$ cat config.mk
export PLATFORM = sky130hd
export DESIGN_NAME = uart_flow_sched
export DESIGN_NICKNAME = d
export VERILOG_FILES = /design/src/rtl/uart_flow_sched.sv
export SDC_FILE = /design/constraint.sdc
export NUM_CORES = 1
export LEC_CHECK = 0
export CAP_MARGIN = 10
export CORE_MARGIN = 2
export CORE_UTILIZATION = 39
export DETAILED_ROUTE_END_ITERATION = 10
export GPL_TIMING_DRIVEN = 0
export PLACE_DENSITY = 0.89
export SLEW_MARGIN = 40
export SYNTH_ARGS = -nofsm -noshare
export SYNTH_HDL_FRONTEND = slang
export SYNTH_SLANG_ARGS = --single-unit
$ cat constraint.sdc
create_clock -name clk_i -period 3.75 [get_ports clk_i]
set_clock_uncertainty 0.2 [all_clocks]
set_input_delay 0.375 -clock clk_i [delete_from_list [all_inputs] [get_ports clk_i]]
set_output_delay 0.375 -clock clk_i [all_outputs]
set_load 0.05 [all_outputs]
$ cat src/rtl/uart_flow_sched.sv
// uart_flow_sched: modem-pin synchronizers, auto-RTS hysteresis, CTS-gated TX frame grants and MSR tracking.
// Define UART_FLOW_SCHED_MSI_EN to build the MSR delta bits and the modem-status interrupt.

module uart_flow_sched #(
  parameter int FIFO_DEPTH  = 32,
  parameter int LVL_W       = $clog2(FIFO_DEPTH + 1),
  parameter int SYNC_STAGES = 2
) (
  input  logic             clk_i,
  input  logic             rst_ni,
  input  logic             cr_uarten_i,
  input  logic             cr_rtsen_i,
  input  logic             cr_ctsen_i,
  input  logic             cr_rts_i,
  input  logic             cr_dtr_i,
  input  logic [LVL_W-1:0] cr_rx_hi_i,
  input  logic [LVL_W-1:0] cr_rx_lo_i,
  input  logic [LVL_W-1:0] rx_fifo_lvl_i,
  input  logic             tx_start_req_i,
  input  logic             tx_busy_i,
  output logic             tx_start_gnt_o,
  input  logic             uart_cts_ni,
  input  logic             uart_dsr_ni,
  input  logic             uart_ri_ni,
  input  logic             uart_dcd_ni,
  output logic             uart_rts_no,
  output logic             uart_dtr_no,
  output logic [7:0]       msr_o,
  input  logic             msr_rd_i,
  output logic             msi_o
);

  typedef enum logic {RTS_ON, RTS_OFF} rts_state_e;
  typedef enum logic [1:0] {TX_IDLE, TX_GRANT, TX_BUSY} tx_state_e;

  logic [3:0]                  pins_n;
  logic [3:0][SYNC_STAGES-1:0] sync_q, sync_d;
  logic [3:0]                  lvl_s;
  logic [3:0]                  delta;
  logic                        cts_s;

  rts_state_e rts_state_q, rts_state_d;
  tx_state_e  tx_state_q, tx_state_d;
  logic       rts_no_q, rts_no_d;
  logic       dtr_no_q, dtr_no_d;
  logic       tx_gnt;

  // Bit order matches the MSR upper nibble: {dcd, ri, dsr, cts}.
  assign pins_n = {uart_dcd_ni, uart_ri_ni, uart_dsr_ni, uart_cts_ni};

  always_comb begin
    for (int i = 0; i < 4; i++) begin
      sync_d[i] = {sync_q[i][SYNC_STAGES-2:0], pins_n[i]};
      lvl_s[i]  = ~sync_q[i][SYNC_STAGES-1];
    end
  end

  assign cts_s = lvl_s[0];

  always_comb begin
    rts_state_d = rts_state_q;
    case (rts_state_q)
      RTS_ON:  if (rx_fifo_lvl_i >= cr_rx_hi_i) rts_state_d = RTS_OFF;
      // Requiring lvl < hi keeps a mis-programmed lo >= hi from toggling every cycle.
      RTS_OFF: if (rx_fifo_lvl_i <= cr_rx_lo_i && rx_fifo_lvl_i < cr_rx_hi_i) rts_state_d = RTS_ON;
      default: rts_state_d = RTS_ON;
    endcase
    if (!cr_uarten_i || !cr_rtsen_i) rts_state_d = RTS_ON;
    rts_no_d = ~(cr_rtsen_i ? (rts_state_q == RTS_ON) : cr_rts_i);
    dtr_no_d = ~cr_dtr_i;
  end

  always_comb begin
    tx_state_d = tx_state_q;
    tx_gnt     = 1'b0;
    case (tx_state_q)
      TX_IDLE:  if (tx_start_req_i && (!cr_ctsen_i || cts_s)) tx_state_d = TX_GRANT;
      TX_GRANT: begin
        tx_gnt     = 1'b1;
        tx_state_d = TX_BUSY;
      end
      TX_BUSY:  if (!tx_busy_i) tx_state_d = TX_IDLE;
      default:  tx_state_d = TX_IDLE;
    endcase
    if (!cr_uarten_i) begin
      tx_state_d = TX_IDLE;
      tx_gnt     = 1'b0;
    end
  end

  always_ff @(posedge clk_i) begin
    if (!rst_ni) begin
      sync_q      <= '1;
      rts_state_q <= RTS_ON;
      tx_state_q  <= TX_IDLE;
      rts_no_q    <= 1'b1;
      dtr_no_q    <= 1'b1;
    end else begin
      sync_q      <= sync_d;
      rts_state_q <= rts_state_d;
      tx_state_q  <= tx_state_d;
      rts_no_q    <= rts_no_d;
      dtr_no_q    <= dtr_no_d;
    end
  end

`ifdef UART_FLOW_SCHED_MSI_EN
  logic [3:0] lvl_prev_q, lvl_prev_d;
  logic [3:0] delta_q, delta_d;
  logic [3:0] chg;
  logic       msi_q, msi_d;

  // TERI only flags the trailing edge of ring (ri_s 1->0); a new change beats a coincident read.
  always_comb begin
    lvl_prev_d = lvl_s;
    chg        = lvl_s ^ lvl_prev_q;
    chg[2]     = lvl_prev_q[2] & ~lvl_s[2];
    delta_d    = (msr_rd_i ? 4'b0000 : delta_q) | chg;
    msi_d      = |delta_q;
  end

  always_ff @(posedge clk_i) begin
    if (!rst_ni) begin
      lvl_prev_q <= 4'b0000;
      delta_q    <= 4'b0000;
      msi_q      <= 1'b0;
    end else begin
      lvl_prev_q <= lvl_prev_d;
      delta_q    <= delta_d;
      msi_q      <= msi_d;
    end
  end

  assign delta = delta_q;
  assign msi_o = msi_q;
`else
  logic unused_msr_rd;

  assign unused_msr_rd = msr_rd_i;
  assign delta         = 4'b0000;
  assign msi_o         = 1'b0;
`endif

  assign msr_o          = {lvl_s, delta};
  assign uart_rts_no    = rts_no_q;
  assign uart_dtr_no    = dtr_no_q;
  assign tx_start_gnt_o = tx_gnt;

endmodule

==> run metrics, run 1 <==
H-tree levels=1; Avg Inst Size Synth=8.85 sq um; first-pass GRT wire length=2.21 mm; critical path launch point type=primary input; Slew @ Worst Pin=0.501 ns; Congestion Overflow GR=0; Slowest cell on crit path=clkdlybuf4s50_1; Final Hold Vio Count=0; post_cts resized=0; CTS Buffer Depth=2; die footprint=0.00227 sq mm; DP Wirelength=1.28 mm; Crit Reg-Reg Endpoint=rts_state_q$_SDFF_PP0_; Routed Wire Length=1.46 mm; post-synthesis sequential area ratio=35.0%; CTS tree=yes; worst-case vdd ir drop=0.125 mV; Worst R2R Setup Slack=2.55 ns; final setup violation count=0; max cap viols=0; initial antenna violation count=0; Final Wtd Congestion=0.700; crit path from=cr_uarten_i; slew margin rel.=66.5%; min Tclk post-route=2.43 ns; synth unique cells=23; flop and latch count out of synthesis=13; die span in y=47.7 um; CP Capture Type=output pin; total number of vias=676; Hold WC Path Type=reg -> reg; Final Cell Area=0.00119 sq mm; Root Buffer=clkbuf_4; outcome=completed; fmax=0.411 GHz; fin crit share=64.8%; R2R depth=4; maximum fanout along the worst path=4; antenna-violating nets left=0; placed cell area=0.00116 sq mm; Layout Nets=174; WL per Instance=9.45 um; vias per cell=4.39; CP required=3.17 ns; ratio of cells with drive above 1 in the final layout=7.75%; Critical Path, Cell by Cell=clkdlybuf4s50_1 > and3b_1 > clkdlybuf4s50_1; largest net degree at the start of global routing=11; Total GRT Usage=13.6%; WP buf/inv=2; CP Class=in -> out; Largest delay share family, worst path=buffers and inverters; Levels on crit path=3; die width=47.7 um; CORE AREA=0.00176 sq mm; CTS buffer count=3; CP Capture Point=tx_start_gnt_o; most frequent cells in the layout=clkdlybuf4s50_1, inv_1, dfxtp_1; Post-CTS Setup Bufs=0; Port Buf Inserts=37; CP most frequent cell=clkdlybuf4s50_1; number of global-route vias before repair=647; area grow syn2layout=59.6%; Power Density=274 mW/mm^2; First-pass DRT Iterations=3; DRC viols=0; clock-pin slew on the worst setup and hold paths=0.07 ns; post-synthesis instance area=743 sq um; num ports=44; # hold bufs at CTS=0; Max Transition Viols Final=0; setup TNS=0 ns; Leakage=0.000592 uW; RSZ-0062 raised after global routing=no; most common cell after layout, fill and taps aside=clkdlybuf4s50_1; Critical R2R Launch=rts_state_q$_SDFF_PP0_; Antenna Diode Count=0; Clk Latency, worst-skew pair=0.26 ns; number of synthesis warnings=0; crit-path max cell delay=0.79 ns; detailed router's first-iteration violation count=9; arrival time worst endpoint=1.86 ns; FP Rows=15; Cells after Synth=84; CTS Sinks=13; initial cell density of the core=42.1%
==> layer usage <==
| layer | GRT usage [%] | part of all wire [%] |
|---|---|---|
| met1 | 12.4 | 39 |
| met2 | 28.6 | 51 |
| met3 | 4.15 | 11 |
| met4 | 3.24 | 0 |
| met5 | 0 | 0 |
==> area by class of cell <==
cell class,count,area [sq um]
buffer,7,50.0
clock buffer,4,26.3
fill,160,578
inverter,17,63.8
multi-input combinational,51,384
sequential,13,260
tap,25,31.3
timing repair buffer,37,370
==> sequential cells by signal, summed over array words and instances (netlist names) <==
register / flops
sync_d: 4
tx_state_q: 2
uart_rts_no: 1
uart_dtr_no: 1
rts_state_q: 1
sync_q: 4
==> synthesized netlist by cell type <==
master / number / area (sq um)
a31oi_1: 2 / 12.5
conb_1: 1 / 3.75
o31ai_1: 2 / 15.0
and3b_1: 1 / 8.76
a21oi_1: 3 / 15.0
nand2_1: 4 / 15.0
nand4b_1: 1 / 8.76
a211oi_1: 1 / 7.51
nand4_1: 1 / 6.26
buf_2: 1 / 5.00
nand2b_1: 10 / 62.6
buf_4: 6 / 45.0
nand3_1: 2 / 10.0
mux2i_1: 1 / 10.0
o211a_1: 1 / 10.0
o21a_1: 1 / 7.51
o211ai_1: 1 / 7.51
dfxtp_1: 13 / 260
o21ai_0: 1 / 5.00
ha_1: 12 / 150
inv_1: 17 / 63.8
a21boi_1: 1 / 7.51
and3_1: 1 / 6.26
==> power by group <==
group / total, uW / leakage [uW] / internal (uW) / switching, uW
combinational: 99.2 / 0.000470 / 52.3 / 47.0
clock: 80.1 / 0.0000150 / 41.1 / 39.1
sequential: 146 / 0.000108 / 144 / 1.83
total: 325 / 0.000592 / 237 / 87.9
==> kinds of logic after synthesis <==
group / share of synthesized area (%)
compound gates: 11.8
fa+ha+maj: 20.2
buf+inv: 15.3
flops: 35.0
mux: 1.35
other cells: 0.505
simple gates: 15.8
==> per-stage QoR <==
step / std cells / worst slack, ns / power, uW / hold slack (ns) / util [%]
final: 154 / 1.32 / 325 / 0.204 / 67.2
after global routing: 154 / 1.28 / 344 / 0.235 / 67.2
after CTS: 154 / 1.31 / 330 / 0.207 / 67.2
after floorplan: 88 / 2.23 / 203 / 0.186 / -
after detailed placement: 150 / 1.31 / 249 / 0.192 / 65.7
after global placement: 150 / 1.31 / 246 / 0.189 / 65.7
==> how the worst min path moves through the flow <==
stage,start,cells after the start,slack (ns),end
floorplan,sync_d[1]$_SDFF_PN1_,1,0.19,sync_q[1]$_SDFF_PN1_
global placement,sync_d[3]$_SDFF_PN1_,1,0.19,sync_q[3]$_SDFF_PN1_
detailed placement,sync_d[3]$_SDFF_PN1_,1,0.19,sync_q[3]$_SDFF_PN1_
CTS,sync_d[7]$_SDFF_PN1_,1,0.21,sync_q[7]$_SDFF_PN1_
global route,sync_d[3]$_SDFF_PN1_,1,0.24,sync_q[3]$_SDFF_PN1_
finish,sync_d[7]$_SDFF_PN1_,1,0.20,sync_q[7]$_SDFF_PN1_
Note: power is estimated with default switching activity, not from simulation.
==> run 2, diff against run 1 <==
--- a/config.mk
+++ b/config.mk
@@ -7,10 +7,10 @@
 export LEC_CHECK = 0
 export CAP_MARGIN = 10
 export CORE_MARGIN = 2
-export CORE_UTILIZATION = 39
+export CORE_UTILIZATION = 36
 export DETAILED_ROUTE_END_ITERATION = 10
 export GPL_TIMING_DRIVEN = 0
-export PLACE_DENSITY = 0.89
+export PLACE_DENSITY = 0.83
 export SLEW_MARGIN = 40
 export SYNTH_ARGS = -nofsm -noshare
 export SYNTH_HDL_FRONTEND = slang
==> constraint.sdc (replaced) <==
create_clock -name clk_i -period 2.4 [get_ports clk_i]
set_clock_uncertainty 0.2 [all_clocks]
set_input_delay 0.24 -clock clk_i [delete_from_list [all_inputs] [get_ports clk_i]]
set_output_delay 0.24 -clock clk_i [all_outputs]
set_load 0.05 [all_outputs]
==> run 2 against run 1 <==
Die area increased by 7.6%. Combinational power increased by 55%. Power increased by 57%. Critical path type unchanged. Hold slack improved by 0.0071 ns. Worst setup slack got worse by 1.1 ns. Global-route usage decreased by 1.1 points. First-iteration DRC count decreased by 56%. Wire length decreased by 0.21%. Clock power increased by 59%.
==> run metrics, run 2 (same netlist as run 1, synthesis figures left out) <==
outcome=completed; vias per cell=4.29; fin crit share=90.5%; DRC viols=0; total number of vias=670; initial antenna violation count=0; combinational share of power=30.3%; detailed router's first-iteration violation count=4; Clock Power Share=24.9%; Root Buffer=clkbuf_4; Congestion Overflow GR=0; First-pass DRT Iterations=2; Leakage=0.000592 uW; ratio of cells with drive above 1 in the final layout=7.75%; most frequent cells in the layout=clkdlybuf4s50_1, inv_1, dfxtp_1; arrival time worst endpoint=1.73 ns; max cap viols=0; Port Buf Inserts=37; Slowest cell on crit path=clkdlybuf4s50_1; Multi-input gate area=384 sq um; die width=49.4 um; post_cts resized=0; antenna-violating nets left=0; Hold WC Path Type=reg -> reg; setup TNS=0 ns; Largest delay share family, worst path=buffers and inverters; CP Capture Type=output pin; Antenna Diode Count=0; Total GRT Usage=12.5%; Slew @ Worst Pin=0.498 ns; WL per Instance=9.31 um; DP Wirelength=1.33 mm; initial cell density of the core=37.9%; die footprint=0.00244 sq mm; clock-pin slew on the worst setup and hold paths=0.07 ns; maximum fanout along the worst path=4; final setup violation count=0; Max Transition Viols Final=0; area grow syn2layout=59.9%; min Tclk post-route=2.17 ns; number of global-route vias before repair=646; CP required=1.96 ns; first-pass GRT wire length=2.45 mm; CTS Buffer Depth=2; CTS Sinks=13; Post-CTS Setup Bufs=0; # hold bufs at CTS=0; CORE AREA=0.00196 sq mm; Final Wtd Congestion=0.754; switching portion of total power=27.1%; slew margin rel.=66.7%; Critical Path, Cell by Cell=clkdlybuf4s50_1 > and3b_1 > clkdlybuf4s50_1; H-tree levels=1; die span in y=49.4 um; critical path launch point type=primary input; Fillers=186; Internal=371 uW; CP Class=in -> out; CTS tree=yes; Final Util=60.6%; most common cell after layout, fill and taps aside=clkdlybuf4s50_1; CP most frequent cell=clkdlybuf4s50_1; Layout Nets=174; Routed Wire Length=1.45 mm; worst-case vdd ir drop=0.213 mV; largest net degree at the start of global routing=11; Clk Latency, worst-skew pair=0.26 ns; RSZ-0062 raised after global routing=no; FP Rows=16; Final Hold Vio Count=0; num ports=44; Seq. cell area=260 sq um; Reg power frac=44.8%; NetSw=138 uW; CTS buffer count=3; fmax=0.461 GHz; crit-path max cell delay=0.80 ns; Power Density=428 mW/mm^2; WP buf/inv=2
## run 2: cell counts in the layout (fill, tap and decap cells not counted)
Identical to the previous run, type by type.
## run 2: path summary, 6_finish.rpt
kind	from	endpoint	slack [ns]	cells past startpoint
hold reg to reg	sync_d[1]$_SDFF_PN1_	sync_q[1]$_SDFF_PN1_	0.21	1
setup reg to reg	rts_state_q$_SDFF_PP0_	rts_state_q$_SDFF_PP0_	1.24	4
hold / removal	sync_d[1]$_SDFF_PN1_	sync_q[1]$_SDFF_PN1_	0.21	1
setup / recovery	cr_uarten_i	tx_start_gnt_o	0.23	3
## run 2: area by class of cell
type,instances,area share (%)
multi-input cells,51,32.3
repair buffers,37,31.2
flip-flops and latches,13,21.9
inverters,17,5.37
plain buffers,7,4.21
well taps,27,2.84
clock buffers,4,2.21
## run 2: power groups by stage
stage | Combinational, uW | Clock (uW) | Sequential, uW
floorplan | 76.7 | 0 | 240
global placement | 152 | 0 | 233
detailed placement | 155 | 0 | 233
finish | 154 | 127 | 228
global route | 169 | 142 | 229
CTS | 156 | 131 | 228
## run 2: metrics by stage
step,setup WS (ns),power [uW],hold slack (ns),cells,instance area (sq um)
final,0.229,509,0.211,156,1190
after global placement,0.256,384,0.188,152,1160
after floorplan,1.01,317,0.102,88,758
after CTS,0.220,515,0.216,156,1190
after global routing,0.168,540,0.243,156,1190
after detailed placement,0.225,389,0.197,152,1160
## run 2: routing by layer
layer | track usage, % | vias up | part of all wire (%)
met5 | 0 | - | 0
met4 | 4.17 | 0 | 0.96
met3 | 2.76 | 2 | 6.8
met2 | 24.5 | 26 | 54
met1 | 12.8 | 286 | 39
li1 | - | 356 | -
